[src/rtl/frame_update_scheduler.sv]
// Collects rover location/move/orientation updates and commits them to the display
// registers only on a vsync falling edge, so the rendered frame never tears.
module frame_update_scheduler #(
   parameter int TIMEOUT_FRAMES = 60
) (
   input  logic        vclock,
   input  logic        reset,
   input  logic        vsync,
   input  logic        new_data,
   input  logic [11:0] location,
   input  logic [11:0] move_command,
   input  logic        orientation_ready,
   input  logic [5:0]  orientation,
   input  logic [3:0]  target_location,
   output logic [11:0] disp_location,
   output logic [11:0] disp_move_command,
   output logic [5:0]  disp_orientation,
   output logic [3:0]  disp_target,
   output logic        disp_valid,
   output logic        frame_update,
   output logic        orient_stale,
   output logic        busy,
   output logic [7:0]  drop_count
);

   localparam int CNT_W = (TIMEOUT_FRAMES > 1) ? $clog2(TIMEOUT_FRAMES) : 1;
   localparam logic [CNT_W-1:0] CNT_LAST = CNT_W'(TIMEOUT_FRAMES - 1);

   typedef enum logic [1:0] {IDLE, WAIT_ORIENT, WAIT_FRAME} state_t;

   state_t           state_q, state_d;
   logic             vsync_prev_q;
   logic             fb;
   logic [11:0]      pend_loc_q, pend_loc_d;
   logic [11:0]      pend_move_q, pend_move_d;
   logic [5:0]       pend_orient_q, pend_orient_d;
   logic             stale_q, stale_d;
   logic [CNT_W-1:0] frame_cnt_q, frame_cnt_d;
   logic [7:0]       drop_q, drop_d;
   logic             drop_inc, commit;
   logic [11:0]      disp_loc_q, disp_loc_d;
   logic [11:0]      disp_move_q, disp_move_d;
   logic [5:0]       disp_orient_q, disp_orient_d;
   logic [3:0]       disp_target_q, disp_target_d;
   logic             disp_valid_q, disp_valid_d;
   logic             frame_update_q, frame_update_d;
   logic             orient_stale_q, orient_stale_d;

   assign fb = vsync_prev_q & ~vsync;

   always_comb begin
      state_d       = state_q;
      pend_loc_d    = pend_loc_q;
      pend_move_d   = pend_move_q;
      // Orientation is always captured; only WAIT_ORIENT treats it as a state event.
      pend_orient_d = orientation_ready ? orientation : pend_orient_q;
      stale_d       = stale_q;
      frame_cnt_d   = frame_cnt_q;
      drop_inc      = 1'b0;
      commit        = 1'b0;
      case (state_q)
         IDLE: begin
            if (new_data) begin
               pend_loc_d  = location;
               pend_move_d = move_command;
               frame_cnt_d = '0;
               state_d     = WAIT_ORIENT;
            end
         end
         WAIT_ORIENT: begin
            if (orientation_ready) begin
               stale_d = 1'b0;
               state_d = WAIT_FRAME;
            end else if (fb) begin
               if (frame_cnt_q == CNT_LAST) begin
                  stale_d = 1'b1;
                  state_d = WAIT_FRAME;
               end else begin
                  frame_cnt_d = frame_cnt_q + 1'b1;
               end
            end
            if (new_data) begin
               pend_loc_d  = location;
               pend_move_d = move_command;
               frame_cnt_d = '0;
               drop_inc    = 1'b1;
            end
         end
         WAIT_FRAME: begin
            if (fb) begin
               commit = 1'b1;
               if (new_data) begin
                  pend_loc_d  = location;
                  pend_move_d = move_command;
                  frame_cnt_d = '0;
                  state_d     = WAIT_ORIENT;
               end else begin
                  state_d = IDLE;
               end
            end else if (new_data) begin
               pend_loc_d  = location;
               pend_move_d = move_command;
               drop_inc    = 1'b1;
            end
         end
         default: state_d = IDLE;
      endcase

      drop_d = (drop_inc && drop_q != 8'hFF) ? drop_q + 8'd1 : drop_q;

      // Commit uses the pending values as they stood before this cycle's updates.
      disp_loc_d     = commit ? pend_loc_q    : disp_loc_q;
      disp_move_d    = commit ? pend_move_q   : disp_move_q;
      disp_orient_d  = commit ? pend_orient_q : disp_orient_q;
      orient_stale_d = commit ? stale_q       : orient_stale_q;
      disp_valid_d   = disp_valid_q | commit;
      frame_update_d = commit;
      disp_target_d  = fb ? target_location : disp_target_q;
   end

   always_ff @(posedge vclock) begin
      if (reset) begin
         state_q        <= IDLE;
         vsync_prev_q   <= 1'b1;
         pend_loc_q     <= '0;
         pend_move_q    <= '0;
         pend_orient_q  <= '0;
         stale_q        <= 1'b0;
         frame_cnt_q    <= '0;
         drop_q         <= '0;
         disp_loc_q     <= '0;
         disp_move_q    <= '0;
         disp_orient_q  <= '0;
         disp_target_q  <= '0;
         disp_valid_q   <= 1'b0;
         frame_update_q <= 1'b0;
         orient_stale_q <= 1'b0;
      end else begin
         state_q        <= state_d;
         vsync_prev_q   <= vsync;
         pend_loc_q     <= pend_loc_d;
         pend_move_q    <= pend_move_d;
         pend_orient_q  <= pend_orient_d;
         stale_q        <= stale_d;
         frame_cnt_q    <= frame_cnt_d;
         drop_q         <= drop_d;
         disp_loc_q     <= disp_loc_d;
         disp_move_q    <= disp_move_d;
         disp_orient_q  <= disp_orient_d;
         disp_target_q  <= disp_target_d;
         disp_valid_q   <= disp_valid_d;
         frame_update_q <= frame_update_d;
         orient_stale_q <= orient_stale_d;
      end
   end

   assign disp_location     = disp_loc_q;
   assign disp_move_command = disp_move_q;
   assign disp_orientation  = disp_orient_q;
   assign disp_target       = disp_target_q;
   assign disp_valid        = disp_valid_q;
   assign frame_update      = frame_update_q;
   assign orient_stale      = orient_stale_q;
   assign busy              = (state_q != IDLE);
   assign drop_count        = drop_q;

endmodule
[config.mk]
export PLATFORM = sky130hd
export DESIGN_NAME = frame_update_scheduler
export DESIGN_NICKNAME = d
export VERILOG_FILES = /design/src/rtl/frame_update_scheduler.sv
export SDC_FILE = /design/constraint.sdc
export NUM_CORES = 1
export LEC_CHECK = 0
export ABC_AREA = 1
export CAP_MARGIN = 10
export CORE_ASPECT_RATIO = 0.9
export CORE_MARGIN = 2
export CORE_UTILIZATION = 45
export DETAILED_ROUTE_END_ITERATION = 12
export HOLD_SLACK_MARGIN = 0.03
export PLACE_DENSITY_LB_ADDON = 0.3
export SLEW_MARGIN = 0
export SYNTH_ARGS = -nofsm -noshare
export SYNTH_HDL_FRONTEND = slang
export SYNTH_SLANG_ARGS = --single-unit
[constraint.sdc]
create_clock -name vclock -period 3.88 [get_ports vclock]
set_input_delay 1.164 -clock vclock [delete_from_list [all_inputs] [get_ports vclock]]
set_output_delay 1.164 -clock vclock [all_outputs]
set_load 0.01 [all_outputs]
==> flow_summary.json <==
{
  "outcome": "finished, final reports clean",
  "finClkSkew_ns": 0.00971,
  "holdBufCountCts": 0,
  "peakVddDrop_mv": 0.316,
  "htreeDepth": 3,
  "ctsLongestPathBuffers": 2,
  "areaGrowthSynthToFinish_pct": 31.1,
  "drtIter0Drc": 108,
  "final_cell_mix": "nor2_1 (92), dfxtp_1 (85), clkdlybuf4s50_1 (83), nand2_1 (78), nand3_1 (46)",
  "routed-wl-met3_um": 445,
  "cp-startpoint": "state_q[0]",
  "setup.worst_path.end_class": "primary output",
  "worst_pin_slew_ns": 0.827,
  "slew_violations": 0,
  "cts-resized-gates": 0,
  "track_usage_pct": 20.1,
  "hp-class": "flop to flop",
  "yosys_warnings": 0,
  "min_period_ns": 2.96,
  "wl_met2_um": 4050,
  "grt_max_degree": 40,
  "worstSetupPathType": "flop to primary output",
  "fmax_ghz": 0.338,
  "cts_root_buf": "clkbuf_8",
  "p_switching_mw": 0.698,
  "synthesis.area_mm2": 0.00350,
  "wl_per_cell_um": 13.3,
  "internal_power_mw": 1.54,
  "port_buffers": 84,
  "floorplan.initialDensity_pct": 46.4,
  "ant_nets": 0,
  "ys_types": 30,
  "ys_ff_latch": 85,
  "relSlewSlack_pct": 44.8,
  "dpl.hpwl_um": 5740,
  "worstPathArrival_ns": 1.80,
  "antenna_found_initial": 0,
  "seqPwrFrac_pct": 45.4,
  "p_leak_nw": 1.78,
  "grt_overflow": 0,
  "post-route-period-util_pct": 76.3,
  "io_pins": 85,
  "drc": 0,
  "synth_largest_area_cell": "dfxtp_1",
  "place_congestion": 0.792,
  "min-delay-start": "disp_orientation[2]",
  "startpoint_type": "flop",
  "die_h_um": 87.7,
  "syn_nets": 508,
  "post_cts_buffers": 0,
  "cts_tree": "built",
  "wl_met1_um": 3950,
  "fin_nets": 584,
  "clk_latency_ns": 0.35,
  "viasPerCell": 5.12,
  "maxUsedRoutingLayer": "met4",
  "grt_pass1_vias": 2993,
  "setup_tns_ns": 0,
  "worst-path-max-fanout": 7,
  "max-cap-violations": 0,
  "p_per_area_mw_per_mm2": 488,
  "cp.required_ns": 2.72,
  "synth_top_cells_by_area": "dfxtp_1 (49%), nor2_1 (9.9%), nand2_1 (8.4%)",
  "rsz0062_at_grt": "no",
  "synth_cells": 462,
  "cts_buffers": 9,
  "route.vias.total": 3272,
  "final_common_cell": "nor2_1",
  "drive_gt1_share_pct": 7.73,
  "grt_pass1_wl_um": 14000,
  "power.share.clock_pct": 29.3,
  "firstDrtPassIters": 4,
  "wl_um": 8500,
  "setup_viol": 0,
  "switching_share_pct": 31.1,
  "antenna_cells": 0,
  "reg2reg_from": "state_q[0]",
  "synth-seq-area-share_pct": 48.6,
  "die_w_um": 97.0,
  "die-area_mm2": 0.00851,
  "numClockSinks": 85,
  "fp-row-count": 30,
  "syn_avg_cell_area_um2": 7.58,
  "core_region_area_mm2": 0.00754,
  "synth_top_area_share_pct": 48.6,
  "cts.clk_slew.worst_paths_ns": 0.08,
  "pwr-share-comb_pct": 25.2,
  "hold_viol": 0,
  "power_mw": 2.24
}
-- layout make-up --
class	instances	area [um2]
Tap cell	96	120
Inverter	24	95.1
Sequential cell	85	1700
Clock buffer	12	135
Timing Repair Buffer	89	873
Fill cell	688	2950
Multi-Input combinational cell	329	1590
Clock inverter	4	72.6
-- metrics by stage --
step           std cells  setup slack (ns)  utilization [%]  area (um2)  hold slack (ns)
4_1_cts              639             0.913             60.9        4590            0.467
2_1_floorplan        462              1.91                -        3500            0.441
5_1_grt              639             0.823             60.9        4590            0.491
6_report             639             0.918             60.9        4590            0.466
3_3_place_gp         623              1.09             58.1        4380            0.440
3_5_place_dp         623              1.03             58.1        4380            0.448
-- synthesized netlist by cell type --
master,number
or2_2,2
nand2_2,3
a21oi_2,3
inv_2,5
xor2_1,2
nand2_4,3
nor3_1,3
buf_4,2
inv_1,18
nand3b_1,1
o21a_1,1
nor2_2,1
nand3_1,46
o21ai_0,37
nor2_1,92
o21ai_2,1
ha_1,7
o21ai_1,2
nand3_4,1
clkinv_4,1
nor2_4,1
buf_2,12
o21bai_1,1
nor2_8,2
dfxtp_1,85
buf_1,1
nand2_1,78
clkbuf_1,9
nand4_1,2
a21oi_1,40
-- power by group through the flow --
| stage | Sequential (mW) | Clock (mW) | Combinational [mW] |
|---|---|---|---|
| after floorplan | 1.03 | 0 | 0.384 |
| after global placement | 1.03 | 0 | 0.555 |
| after detailed placement | 1.04 | 0 | 0.564 |
| after CTS | 1.02 | 0.671 | 0.570 |
| after global routing | 1.03 | 0.708 | 0.628 |
| final | 1.02 | 0.658 | 0.566 |
-- critical path, cell delays in order, from the launching register on --
cell and delay [ns]:
dfxtp_1 0.47, inv_1 0.11, ha_1 0.26, inv_1 0.08, clkdlybuf4s50_1 0.53
-- layer usage --
metal  vias to the layer above  global-route usage (%)
li1                       1650                       -
met1                      1525                    25.6
met2                        92                    34.2
met3                         5                    5.35
met4                         0                    6.15
met5                         -                       0
-- path summary, 6_finish.rpt --
kind | end | slack [ns] | depth (start not counted)
worst max register to register | drop_count[2] | 1.83 | 10
worst min-delay path | disp_orientation[2] | 0.47 | 2
worst min register to register | disp_orientation[2] | 0.47 | 2
worst max-delay path | busy | 0.92 | 4
-- flip-flops by register name (all words and copies together) (netlist names) --
register           flops
orient_stale           1
disp_move_command     12
disp_orientation       6
disp_location         12
pend_orient_q          6
disp_target            4
drop_count             8
state_q                2
vsync_prev_q           1
frame_update           1
frame_cnt_q            6
disp_valid             1
pend_loc_q            12
stale_q                1
pend_move_q           12
-- cells by family after synthesis --
family                     count (synthesis)  share of synthesized area, %
AOI/OAI and AO/OA                         85                          12.7
DFF                                       85                          48.6
adders and majority gates                  7                          2.50
buffers and inverters                     48                          5.93
xor gates and xnor gates                   2                         0.500
and+or+nand+nor                          235                          29.8
Note: power is estimated with default switching activity, not from simulation.
==> edit 1: new RTL, same flow settings <==
Reset style: asynchronous (`reset`), changed in one clocked block.
--- a/src/rtl/frame_update_scheduler.sv
+++ b/src/rtl/frame_update_scheduler.sv
@@ -120,3 +120,3 @@
 
-   always_ff @(posedge vclock) begin
+   always_ff @(posedge vclock or posedge reset) begin
       if (reset) begin
Function: differs if reset is asserted again (counterexample within 4 cycles, from zero or initial values and one cycle with reset high); with reset held inactive, the same outputs for 4 cycles.
==> edit 1 against the unedited design <==
Core utilization decreased by 0.53 points; non-clock buffer count decreased by 1; sequential cell count unchanged; total power increased by 38%; wire length decreased by 12%; design area increased by 5.0%; area after synthesis increased by 5.0%; count of clock-buffer cells in the layout decreased by 2; setup slack improved by 0.033 ns.
==> edit 1: results (changes against the unedited design) <==
p_leak_nw: 2.37  # +33%
wl_met1_mm: 3.41  # -14%
post_synth_most_frequent_cells: "sky130_fd_sc_hd__nand2_1, sky130_fd_sc_hd__dfrtp_1, sky130_fd_sc_hd__inv_1"
synth_sequential_area_ratio_pct: 57.9  # +9.3 points
grt_use_met1_pct: 24.7  # -0.87 points
fillers: 711  # +3.3%
fin_skew_ns: 0.00872  # -0.000995 ns
post_drt_wl_per_cell_um: 12.7  # -4.3%
first_global_vias: 2770  # -7.5%
post_route_cells_drive_above_1_share_pct: 8.15  # +0.41 points
groute.usage.overall_pct: 18.2  # -2.0 points
synth_compound_area_share_pct: 5.78  # -6.9 points
reg2regPathDepth: 7  # -3
yosys.cell_types.count: 26  # -13%
worst-slew-pin-transition_ns: 0.702  # -0.126 ns
cell_total_after_placement: 574  # -7.9%
power.ir.vdd_worst_v: 0.000369  # +17%
worst_ep_arrival_time_ns: 1.77  # -0.03 ns
routed_wire_length_on_met2_mm: 3.60  # -11%
synth-async-reset-ratio_pct: 100  # +100 points
capture_instance_of_the_worst_register_to_register_path: "disp_move_command[8]"
mappedNetlistNets: 445  # -12%
share_of_synthesized_cell_area_in_full_adder_half_adder_and_majority_cells_pct: 2.38  # -0.12 points
synthXorXnorAreaFrac_pct: 1.43  # +0.93 points
place_congestion: 0.848  # +7.1%
dpl.hpwl_mm: 5.31  # -7.5%
viasPerCell: 4.78  # -6.7%
grt.met2_usage_pct: 29.2  # -5.0 points
yosys_most_used_dff: "sky130_fd_sc_hd__dfrtp_1"
post_layout_nonfiller_instances: 590  # -7.7%
maximum_number_of_pins_on_one_net_before_global_route_repair: 53  # +33%
crit_fanout: 6  # -1
final_net_count: 532  # -8.9%
placed_area_um2: 4600  # +4.9%
run_status: "finished clean"
synth.avg_cell_area_um2: 9.22  # +22%
critical_path.startpoint: "state_q[0]"
dr.first_iter.drc_count: 134  # +24%
netlist_top_cells_area: "sky130_fd_sc_hd__dfrtp_1, sky130_fd_sc_hd__nand2_1, sky130_fd_sc_hd__inv_1"
wire_length_of_the_first_global_routing_pass_mm: 13.1  # -6.5%
## edit 1: critical path: cells and delay by family, from the launching register on
kind | cells | cell delay [ns]
buf+inv | 3 | 0.73
flops | 1 | 0.46
fa+ha+maj | 1 | 0.22
## edit 1: logic make-up after synthesis
group / count (synthesis)
and+or+nand+nor: 192
DFF: 85
buffers and inverters: 53
AOI/OAI and AO/OA: 42
muxes: 14
adders and majority gates: 7
xor gates and xnor gates: 6
## edit 1: report_power, final
group          internal, mW  switching [mW]
clock network         0.370           0.324
registers              1.16           0.179
logic                 0.574           0.495
total                  2.10           0.998
## edit 1: through the flow
stage	util, %	setup WS (ns)
final	60.3	0.951
after global routing	60.3	0.893
after floorplan	-	0.524
after detailed placement	57.5	0.868
after global placement	57.5	0.967
after CTS	60.3	0.938
## edit 1: worst min path at each step
stage	depth (start not counted)	end	slack [ns]	startpoint
3_3_place_gp	2	disp_location[7]	0.45	pend_loc_q[7]
2_1_floorplan	2	disp_location[5]	0.44	pend_loc_q[5]
4_1_cts	2	disp_location[8]	0.47	pend_loc_q[8]
3_5_place_dp	2	disp_location[9]	0.46	pend_loc_q[9]
6_report	2	disp_location[8]	0.46	pend_loc_q[8]
5_1_grt	2	disp_location[8]	0.50	pend_loc_q[8]
## edit 1: final cells by class
| class | instances | area, µm² | share of cell area (%) |
|---|---|---|---|
| Inverter | 41 | 155 | 3.22 |
| Clock inverter | 6 | 95.1 | 1.97 |
| Timing Repair Buffer | 88 | 883 | 18.3 |
| Sequential cell | 85 | 2130 | 44.1 |
| Clock buffer | 10 | 128 | 2.65 |
| Multi-Input combinational cell | 261 | 1310 | 27.1 |
| Tap cell | 99 | 124 | 2.57 |
==> edit 2: new RTL, same settings <==
Made on the original files. The parameter `TIMEOUT_FRAMES` goes from 60 to 30.
--- a/src/rtl/frame_update_scheduler.sv
+++ b/src/rtl/frame_update_scheduler.sv
@@ -3,3 +3,3 @@
 module frame_update_scheduler #(
-   parameter int TIMEOUT_FRAMES = 60
+   parameter int TIMEOUT_FRAMES = 30
 ) (
Function: same outputs for any inputs over 4 cycles, from zero or initial values and one cycle with reset high; that may be too few to reach the edited logic, so the function may still have changed.
==> edit 2 against the unedited design <==
Sequential cell count shrank 1; hold slack gained 0.00060 ns; die area shrank 0.82%; area after synthesis shrank 0.86%; first-iteration DRC count grew 7.4%; combinational power shrank 4.9%; wire length shrank 3.5%; setup slack gained 0.048 ns; design area shrank 2.1%; non-clock buffer count shrank 2; total power shrank 5.4%; cell count shrank 0.78%; synthesized cell count is the same; sequential share of layout area grew 0.34 points.
==> edit 2: results (changes against the unedited design) <==
grt_use_met1_pct: 23.1  # -2.5 points
synth_sequential_area_ratio_pct: 48.4  # -0.16 points
netlist_top_cells_area: "sky130_fd_sc_hd__dfxtp_1, sky130_fd_sc_hd__nor2_1, sky130_fd_sc_hd__nand2_1"
hold-path-endpoint: "disp_location[5]"
capture_instance_of_the_worst_register_to_register_path: "pend_move_q[6]"
groute.usage.overall_pct: 19.6  # -0.58 points
routed_wire_length_on_met2_mm: 3.99  # -1.6%
placement.setup.worst_slack_ns: 0.669  # -0.360 ns
viasPerCell: 5.10  # -0.47%
cell_int_power_mw: 1.45  # -6.2%
place_congestion: 0.788  # -0.61%
power.ir.vdd_worst_v: 0.000244  # -23%
first_global_vias: 3151  # +5.3%
dr_wl_met3_um: 433  # -2.7%
worst_ep_arrival_time_ns: 1.75  # -0.05 ns
run_status: "finished clean"
grt.met2_usage_pct: 34.7  # +0.57 points
post_synth_most_frequent_cells: "sky130_fd_sc_hd__nor2_1, sky130_fd_sc_hd__dfxtp_1, sky130_fd_sc_hd__nand2_1"
dr.first_iter.drc_count: 116  # +7.4%
min_period_over_period_pct: 75.1  # -1.2 points
fin_skew_ns: 0.00708  # -0.00263 ns
placed_area_um2: 4330  # -1.3%
dpl.hpwl_mm: 5.47  # -4.7%
post_route_cells_drive_above_1_share_pct: 6.51  # -1.2 points
maximum_number_of_pins_on_one_net_before_global_route_repair: 44  # +10%
final_net_count: 582  # -0.34%
mappedNetlistNets: 509  # +0.20%
reg2reg_slack_ns: 1.92  # +0.09 ns
combinationalPower_mw: 0.538  # -4.9%
worst-slew-pin-transition_ns: 1.11  # +0.280 ns
yosys.cell_types.count: 26  # -13%
edit 2: cell types whose count changed after synthesis, sizes merged, moves of 2 or more:
cell,before,now
a21oi,43,48
nor2,96,91
nand2,84,88
nand3,47,45
nor3,3,1
edit 2: layout make-up:
cell class,count,area [µm²],share of cell area (%)
clock buffers,11,131,2.92
clock inverters,3,40.0,0.890
inverters,24,90.1,2.00
multi-input cells,329,1580,35.0
flip-flops and latches,84,1680,37.4
well taps,96,120,2.67
repair buffers,87,858,19.1
edit 2: through the flow:
stage                     total power, mW  util [%]  std cells  hold WS, ns
after global routing                 2.26      59.9        634        0.480
after detailed placement             1.57      57.6        620        0.455
final                                2.12      59.9        634        0.467
after floorplan                      1.39         -        462        0.441
after CTS                            2.14      59.9        634        0.467
after global placement               1.55      57.6        620        0.444
edit 2: cells by family after synthesis:
family,count (synthesis),synth area share (%)
xor gates and xnor gates,3,0.757
AOI/OAI and AO/OA,89,13.0
and+or+nand+nor,229,28.7
DFF,84,48.4
adders and majority gates,8,2.88
buffers and inverters,49,6.23
